### config.mk
export PLATFORM = sky130hd
export DESIGN_NAME = rotate_sweep_ctrl
export DESIGN_NICKNAME = d
export VERILOG_FILES = /design/src/rtl/rotate_sweep_pkg.sv /design/src/rtl/sweep_dwell_counter.sv /design/src/rtl/rotate_sweep_ctrl.sv
export SDC_FILE = /design/constraint.sdc
export NUM_CORES = 1
export LEC_CHECK = 0
export CAP_MARGIN = 20
export CORE_ASPECT_RATIO = 1.75
export CORE_MARGIN = 2
export CORE_UTILIZATION = 51
export DETAILED_ROUTE_END_ITERATION = 8
export PLACE_DENSITY = 0.84
export SETUP_SLACK_MARGIN = 0.15
export SLEW_MARGIN = 10
export SYNTH_ARGS = -nofsm -noshare
export SYNTH_HDL_FRONTEND = slang
export SYNTH_SLANG_ARGS = --single-unit
### constraint.sdc
create_clock -name clk -period 4.2 [get_ports clk]
set_input_delay 0.84 -clock clk [delete_from_list [all_inputs] [get_ports clk]]
set_output_delay 0.84 -clock clk [all_outputs]
set_load 0.01 [all_outputs]
### src/rtl/rotate_sweep_pkg.sv
// Shared types for the rotate sweep sequencer: FSM state encoding and the
// data-width helper derived from the shift-amount width.
package rotate_sweep_pkg;

  typedef enum logic [1:0] {
    IDLE = 2'd0,
    RUN  = 2'd1,
    DONE = 2'd2
  } sweep_state_t;

  function automatic int data_width(input int n);
    return 1 << n;
  endfunction

endpackage

### src/rtl/sweep_dwell_counter.sv
// Free-running dwell counter: ticks on count == len-1 and wraps to zero on the
// tick, so consecutive ticks are exactly len cycles apart. len must be >= 1.
module sweep_dwell_counter #(
  parameter int DWELL_W = 16
) (
  input  logic               clk,
  input  logic               reset,
  input  logic               clr,
  input  logic [DWELL_W-1:0] len,
  output logic               tick
);

  logic [DWELL_W-1:0] count;

  assign tick = (count == (len - DWELL_W'(1)));

  always_ff @(posedge clk) begin
    if (reset || clr || tick) begin
      count <= '0;
    end else begin
      count <= count + DWELL_W'(1);
    end
  end

endmodule

### src/rtl/rotate_sweep_ctrl.sv
// Drives a barrel shifter's a/amt through every shift amount, holding each
// for dwell_q cycles and capturing the shifter result at the end of each hold.
module rotate_sweep_ctrl
  import rotate_sweep_pkg::*;
#(
  parameter  int N       = 3,
  parameter  int DWELL_W = 16,
  localparam int W       = data_width(N)
) (
  input  logic               clk,
  input  logic               reset,
  input  logic               start,
  input  logic               stop,
  input  logic               dir,
  input  logic [W-1:0]       data_in,
  input  logic [DWELL_W-1:0] dwell,
  input  logic [W-1:0]       y_in,
  output logic [W-1:0]       a,
  output logic [N-1:0]       amt,
  output logic [W-1:0]       y_q,
  output logic               cap_valid,
  output logic               busy,
  output logic               done
);

  sweep_state_t       state, next_state;
  logic [DWELL_W-1:0] dwell_q;
  logic               dir_q;
  logic               tick;
  logic               load;
  logic               capture;
  logic               last_amt;

  assign last_amt = dir_q ? (amt == '0) : (amt == N'(W - 1));
  assign busy     = (state == RUN);

  // Counter is held clear outside RUN so every sweep starts a fresh hold.
  sweep_dwell_counter #(
    .DWELL_W(DWELL_W)
  ) u_dwell (
    .clk  (clk),
    .reset(reset),
    .clr  (state != RUN),
    .len  (dwell_q),
    .tick (tick)
  );

  always_comb begin
    next_state = state;
    load       = 1'b0;
    capture    = 1'b0;
    case (state)
      IDLE: begin
        if (start) begin
          load       = 1'b1;
          next_state = RUN;
        end
      end
      RUN: begin
        // stop beats a same-cycle capture: the abort leaves y_q untouched.
        if (stop) begin
          next_state = IDLE;
        end else if (tick) begin
          capture = 1'b1;
          if (last_amt) next_state = DONE;
        end
      end
      DONE:    next_state = IDLE;
      default: next_state = IDLE;
    endcase
  end

  always_ff @(posedge clk) begin
    if (reset) begin
      state     <= IDLE;
      a         <= '0;
      amt       <= '0;
      y_q       <= '0;
      cap_valid <= 1'b0;
      done      <= 1'b0;
      dwell_q   <= DWELL_W'(1);
      dir_q     <= 1'b0;
    end else begin
      state     <= next_state;
      cap_valid <= capture;
      done      <= (state == DONE);
      if (load) begin
        a       <= data_in;
        dir_q   <= dir;
        dwell_q <= (dwell == '0) ? DWELL_W'(1) : dwell;
        amt     <= dir ? N'(W - 1) : '0;
      end
      if (capture) begin
        y_q <= y_in;
        if (!last_amt) amt <= dir_q ? (amt - N'(1)) : (amt + N'(1));
      end
    end
  end

endmodule

After elaboration in Yosys (flattened, before gate mapping)
Index checks and enable logic that the tools add are counted.
{ "totals": {"ff_bits": 56, "in_bits": 37, "output_inout_bits": 22, "wordCells": 44} }
{ "op_classes": {"addsub": 4, "eq_ne": 8, "muxes": 17, "n_reduce_logical": 6} }
{ "ops": {"columns": ["cell", "count"], "rows": [
  ["$add A16 B1 Y16 const B", 1],
  ["$eq A16 B16 Y1", 1],
  ["$logic_not A16 Y1", 1],
  ["$mux W16", 1],
  ["$sub A16 B1 Y16 const B", 1],
  ["$mux W3", 5],
  ["$mux W2", 4],
  ["$mux W1", 6],
  ["$ne A3 B2 Y1 const B", 2],
  ["$pmux W2 S2", 1],
  ["$add A3 B1 Y3 const B", 1],
  ["$eq A3 B3 Y1 const B", 1],
  ["$logic_not A3 Y1", 1],
  ["$reduce_and A3 Y1", 1],
  ["$sub A3 B1 Y3 const B", 1],
  ["$eq A2 B1 Y1 const B", 1],
  ["$eq A2 B2 Y1 const B", 1],
  ["$logic_not A2 Y1", 1],
  ["$logic_or A1 B1 Y1", 2],
  ["$ne A2 B1 Y1 const B", 1],
  ["$ne A2 B2 Y1 const B", 1]
]} }

Logic depth before layout (Yosys ltp)
Gate-level depths: netlist of the first run.
{ "logic_depth": {"depth_word": 6, "ltp_mapped": 10, "depth_no_buf": 9} }

Modules after synthesis
From an unflattened synthesis of the first run, not the netlist that was laid out.
{ "unflattened": {"hier_cells": 331, "hier_area_um2": 2741.4} }
{ "by_module_without_submodules": {"columns": ["mod", "n_inst", "cells_per_inst", "area_each_um2", "seq_area_each_um2"], "rows": [
  ["rotate_sweep_ctrl", 1, 184, 1531.5, 800.8],
  ["sweep_dwell_counter", 1, 147, 1209.9, 320.3]
]} }

Worst setup path after synthesis of the first run
OpenSTA, ideal clock, no wires.
{ "synth_path": {"kind": "reg-to-reg", "startpoint": "reg dwell_q[2]", "endpoint": "reg amt[1]", "setup_ns": 0.121, "arrival_time_ns": 2.890, "required_time_ns": 4.079, "setup_slack_ns": 1.189, "stages_incl_launch_ff": 10, "n_path_buf": 2, "period_less_slack_ns": 3.011, "path_cell_list": "dfxtp_1 > buf_6 > or4_4 > or3_1 > a211o_1 > or4b_4 > nor4b_4 > buf_6 > and2_4 > mux2_4"} }
{ "synth_via": {"elab_chain_len": 6} }
{ "synth_rtl": {"columns": ["item", "line_no", "source"], "rows": [
  ["start: declaration", "rotate_sweep_ctrl.sv:27", "logic [DWELL_W-1:0] dwell_q;"],
  ["start signal: assignment", "rotate_sweep_ctrl.sv:90", "dwell_q <= (dwell == '0) ? DWELL_W'(1) : dwell;"],
  ["$sub A16 B1 Y16", "sweep_dwell_counter.sv:15", "assign tick = (count == (len - DWELL_W'(1)));"],
  ["$eq A16 B16 Y1", "sweep_dwell_counter.sv:15", null],
  ["$mux W1", "rotate_sweep_ctrl.sv:63", "end else if (tick) begin"],
  ["$mux W1", "rotate_sweep_ctrl.sv:61", "if (stop) begin"],
  ["$mux W1", "rotate_sweep_ctrl.sv:52", "case (state)"],
  ["$mux W3", "rotate_sweep_ctrl.sv:93", "if (capture) begin"],
  ["end signal: assignment", "rotate_sweep_ctrl.sv:91", "amt <= dir ? N'(W - 1) : '0;"],
  ["end signal: assignment", "rotate_sweep_ctrl.sv:95", "if (!last_amt) amt <= dir_q ? (amt - N'(1)) : (amt + N'(1));"],
  ["end: declaration", "rotate_sweep_ctrl.sv:19", "output logic [N-1:0] amt,"]
]} }
Every way passes these cells.
A chain may end at the register's enable or synchronous reset.

Worst setup path in the final report of the first run
{ "layout_path": {"startpoint": "reg dwell_q[0]", "endpoint": "reg amt[1]"} }
Same word-level chain as after synthesis.

==> impl_metrics.toml, run 1 <==
[status]
outcome = "completed"

[synth]
yosysUniqueCellTypes = 50
synth_area_um2 = 2805
async_reset_ff_frac = 0
ys_seq_elements = 56
synthTopCellsByArea = "dfxtp_1, nand2_1, xnor2_1"
netlist.area_leader.share = 0.3996
synth_most_common_cell = "nand2_1"
synth_ff_type = "dfxtp_1"
syn_inst = 343
avgSynthCellArea_um2 = 8.178
synth_warnings = 0
synth_edf_count = 0
synth_fp_nets = 383
seq_area_frac_synth = 0.3996
synth.largest_area_cell = "dfxtp_1"
synthTopCellsByCount = "nand2_1, dfxtp_1, nor2_1, a21oi_1, xnor2_1"

[setup_path]
slowest_delay_ps = 550
start_kind = "flop"
crit_type = "flop to flop"
crit_arrival_ps = 3390
slowest_stage = "or4_4"
crit_start = "dwell_q[0]"
rr_worst_depth = 8
reg2reg_to = "amt[1]"
path_cells = "or4_4, or3_1, a211o_1, or4b_4, nor4b_4, buf_4, and2_4, mux2_4"
cp_top_family = "simple AND/OR/NAND/NOR gates"
r2r_slack_ps = 1020
endpoint_kind = "flop"
crit_fanout = 10
rr_startpoint = "dwell_q[0]"
critPathBufInv = 1
cp.required_ps = 4400

[detailed_routing]
drtAntennaViolNets = 0
drt_first_pass_iters = 4
routed_wl_um = 6566
dr.first_iter.drc_count = 55
wl_per_cell_um = 13.97
drc = 0
viasPerCell = 5.360
vias = 2519

[die]
die_height_um = 102.1
io_pins = 59
die_width_um = 60.07
die_area_um2 = 6133
core_um2 = 5299
initial_core_util = 0.5294
rows = 35

[clock_network]
cts_max_level = 2
clk_pin_slew_ps = 100
clockBufferDepth = 2
ctsHoldBuffers = 0
numClockSinks = 56
postCtsSetupRepairBufs = 0
ctsResizeCount = 0
cts_tree = "built"
cts_root_buf = "clkbuf_8"
cts_made_buffers = 5
insertion_delay_ps = 310

[timing]
hold_viol = 0
fmax_mhz = 314.0
period_needed_ps = 3185
finalCritPeriodShare = 0.7583
setup_slack_ps = 1015
relSlewSlack = 0.3699
clock_skew_ps = 4.466
drv_slew = 0
fin_setup_tns_ps = 0
rsz0062_at_grt = "no"
worstMarginPinSlew_ps = 942.8
setup_viol = 0

[place]
io_buffers = 58
dpl_worst_slack_ps = 1038
dp_hpwl_um = 5030
finalWeightedCongestion = 0.8709

[global_routing]
grtUsageTotal = 0.2298
antenna_found_initial = 0
overflow = 0
grt_max_degree = 30
grt_pass1_wl_um = 10900
grt_pass1_vias = 2543

[worst_hold_path]
hp-class = "flop to flop"
hold_path_depth = 1
min_from = "state[0]"
holdPathEnd = "done"

[pwr]
total_power_mw = 1.075
power.density_nw_per_um2 = 306.1
ir_drop_v = 0.0002955
power_leakage_nw = 1.224

[final_layout]
fin_nets = 435
antenna_cells = 0
area_growth_pct = 25.16
utilization = 0.6626
drive_gt1_frac = 0.05556

[flow_run]
cap_viol_max_count = 0
[state kept, by name, indices dropped and copies added, names as in the netlist]
name           flops
dwell_q           16
u_dwell.count     16
a                  8
y_q                8
amt                3
state              2
cap_valid          1
dir_q              1
done               1
[metal layers]
layer / track usage / vias up / part of all wire
met3: 0.03038 / 10 / 0.024
li1: - / 1269 / -
met2: 0.4314 / 57 / 0.56
met4: 0.09573 / 0 / 0.025
met1: 0.2460 / 1183 / 0.39
met5: 0 / - / 0
[worst max path at each step]
stage / cells after the start / to / slack [ps]
2_1_floorplan: 9 / amt[1] / 1190
3_3_place_gp: 8 / amt[2] / 1080
3_5_place_dp: 8 / amt[1] / 1040
4_1_cts: 8 / amt[1] / 1020
5_1_grt: 8 / amt[2] / 810
6_report: 8 / amt[1] / 1020
[logic make-up after synthesis]
logic type,after synthesis,synth area share
xor gates and xnor gates,35,0.1093
muxes,10,0.03925
adders and majority gates,3,0.01606
buffers and inverters,23,0.03658
AOI/OAI and AO/OA,51,0.1084
and+or+nand+nor,165,0.2908
DFF,56,0.3996
[power breakdown]
group          switching [mW]  total [mW]  internal (mW)
Clock                   0.170       0.305          0.135
Combinational          0.0983       0.199          0.101
Sequential             0.0210       0.570          0.549
[metrics by stage]
stage	instances	instance area, um2	hold WS (ps)
2_1_floorplan	343	2805	414.1
5_1_grt	470	3511	479.5
6_report	470	3511	452.4
4_1_cts	470	3511	456.6
3_3_place_gp	462	3421	425.9
3_5_place_dp	462	3421	441.0
[layout by cell type, fill, tap and decap left out, drive strengths merged, types with 3 or more instances in the layout]
cell type	synthesis	layout
nor2	42	42
dfxtp	56	56
a21oi	33	33
nor3b	3	3
clkdlybuf4s50	0	58
nand3	5	5
or4	4	4
and3	5	5
o21ai	3	3
mux2i	8	8
inv	8	8
nand4b	3	3
nand2	62	62
clkbuf	10	8
nand4	4	4
xor2	13	13
xnor2	22	22
and2	4	4
or3	3	3
nor3	8	8
nand2b	6	6
nor4	7	7
[cell type report]
type | count | area (um2)
Fill cell | 436 | 1788
Multi-Input combinational cell | 264 | 1582
Sequential cell | 56 | 1121
Timing Repair Buffer | 60 | 595.6
Tap cell | 74 | 92.59
Clock buffer | 8 | 90.09
Inverter | 8 | 30.03
[worst reg2reg max path, stage by stage (launching register included)]
cell and delay, ps:
dfxtp_1 380, or4_4 550, or3_1 340, a211o_1 300, or4b_4 510, nor4b_4 280
buf_4 240, and2_4 190, mux2_4 290
Note: power is estimated with default switching activity, not from simulation.
==> inputs of run 2 (changes only) <==
--- a/config.mk
+++ b/config.mk
@@ -8,9 +8,9 @@
 export CAP_MARGIN = 20
 export CORE_ASPECT_RATIO = 1.75
 export CORE_MARGIN = 2
-export CORE_UTILIZATION = 51
+export CORE_UTILIZATION = 46
 export DETAILED_ROUTE_END_ITERATION = 8
-export PLACE_DENSITY = 0.84
+export PLACE_DENSITY = 0.8
 export SETUP_SLACK_MARGIN = 0.15
 export SLEW_MARGIN = 10
 export SYNTH_ARGS = -nofsm -noshare
==> constraint.sdc (replaced) <==
create_clock -name clk -period 2.7 [get_ports clk]
set_input_delay 0.54 -clock clk [delete_from_list [all_inputs] [get_ports clk]]
set_output_delay 0.54 -clock clk [all_outputs]
set_load 0.01 [all_outputs]
==> run 2 against run 1 <==
Compared with the run above:
- the run now ends with setup timing left
- count of clock-buffer cells in the layout decreased by 2
- register-to-register slack got worse by 1300 ps
- first-iteration DRC count increased by 20%
- via count increased by 5.6%
- critical endpoint is now amt[2]
- largest cell class unchanged
==> impl_metrics.toml, run 2 (same netlist as run 1, synthesis figures left out) <==
[timing]
setup_slack_ps = -243.3
drv_slew = 0
clock_skew_ps = 9.166
finalCritPeriodShare = 1.090
relSlewSlack = 0.6836
fmax_mhz = 339.8
setup_viol = 11
fin_setup_tns_ps = -2205
finalHoldWorstSlack_ps = 452.1
period_needed_ps = 2943
hold_viol = 0
rsz0062_at_grt = "yes"
worstMarginPinSlew_ps = 470.2

[worst_hold_path]
min_from = "state[0]"
hp-class = "flop to flop"
hold_path_depth = 1
holdPathEnd = "done"

[die]
initial_core_util = 0.4771
die_area_um2 = 6763
die_width_um = 63.03
core_um2 = 5879
die_height_um = 107.3
rows = 37
io_pins = 59

[setup_path]
reg2reg_to = "amt[2]"
endpoint_kind = "flop"
start_kind = "flop"
rr_worst_depth = 7
r2r_slack_ps = -240
rr_startpoint = "dwell_q[0]"
crit_arrival_ps = 3170
cp.required_ps = 2920
crit_type = "flop to flop"
crit_fanout = 2

[clock_network]
cts_made_buffers = 5
cts_max_level = 2
cts_tree = "built"
cts_root_buf = "clkbuf_8"
ctsHoldBuffers = 0
numClockSinks = 56
clk_pin_slew_ps = 100
clockBufferDepth = 2
insertion_delay_ps = 330

[flow_run]
cap_viol_max_count = 0

[detailed_routing]
vias = 2660
wl_per_cell_um = 14.29
dr.first_iter.drc_count = 66
routed_wl_um = 7090
drc = 0
drt_first_pass_iters = 4
viasPerCell = 5.363
drtAntennaViolNets = 0

[status]
outcome = "finished, violations left"
violations = "setup timing"

[final_layout]
utilization = 0.6561
top_regs = "dwell_q (16), u_dwell.count (16)"
regArea_um2 = 1124
stdcell_count = 496
multi_input_area_um2 = 1737
final_cell_mix = "nand2_1, clkdlybuf4s50_1, dfxtp_1, a21oi_1, nor2_1"
fillers = 502
final_common_cell = "nand2_1"
fin_nets = 457
antenna_cells = 0
drive_gt1_frac = 0.1651
area_growth_pct = 37.51

[place]
finalWeightedCongestion = 0.8609
dpl_worst_slack_ps = -238.6
io_buffers = 58
dp_hpwl_um = 5242
numPlacedInstances = 487

[global_routing]
overflow = 0
antenna_found_initial = 0
grtUsageTotal = 0.2207
grt_pass1_wl_um = 11880
grt_pass1_vias = 2699
grt_max_degree = 43

[pwr]
ir_drop_v = 0.0003665
power_leakage_nw = 1.358
power.density_nw_per_um2 = 451.7
run 2: per-layer routing:
layer	share of wire	track usage	up-vias	wire length (um)
li1	-	-	1320	-
met1	0.39	0.2292	1253	2761
met2	0.54	0.4119	67	3824
met3	0.037	0.03975	20	261
met4	0.034	0.1175	0	243
met5	0	0	-	0
run 2: worst max-delay path: stages (launching register included):
cell and delay [ps]:
dfxtp_2 340, or4_4 530, or3_4 340, a211o_1 290, or4b_4 510, nor4b_4 320
and2_4 210, mux2_4 290
run 2: final cells by class:
class / instances / share of cell area
Timing Repair Buffer: 82 / 0.2024
Inverter: 8 / 0.007785
Clock inverter: 2 / 0.004217
Tap cell: 78 / 0.02530
Multi-Input combinational cell: 264 / 0.4502
Sequential cell: 56 / 0.2913
Clock buffer: 6 / 0.01881
run 2: how the worst max path moves through the flow:
stage / start / endpoint / slack (ps) / depth (start not counted)
2_1_floorplan: dwell_q[2] / amt[1] / -290 / 9
3_3_place_gp: dwell_q[0] / y_q[0] / -150 / 8
3_5_place_dp: dwell_q[0] / y_q[0] / -240 / 8
4_1_cts: dwell_q[0] / amt[2] / -250 / 7
5_1_grt: dwell_q[0] / amt[1] / -310 / 7
6_report: dwell_q[0] / amt[2] / -240 / 7
run 2: power breakdown:
| group | switching (mW) | internal (mW) | total (mW) |
|---|---|---|---|
| clock | 0.286 | 0.185 | 0.471 |
| sequential | 0.0249 | 0.854 | 0.879 |
| combinational | 0.189 | 0.203 | 0.392 |
run 2: through the flow:
step                power (mW)  area (um2)
global route             1.812        3857
CTS                      1.731        3732
finish                   1.742        3857
detailed placement       1.255        3602
global placement         1.248        3602
floorplan                1.096        2814
run 2: timing repair:
| action | 4_1_cts | 5_1_grt |
|---|---|---|
| setup endpoints to repair | 30 | 30 |
| setup buffers | 0 | 1 |
| gates resized for setup | 11 | 29 |
| pin swaps | 5 | 2 |
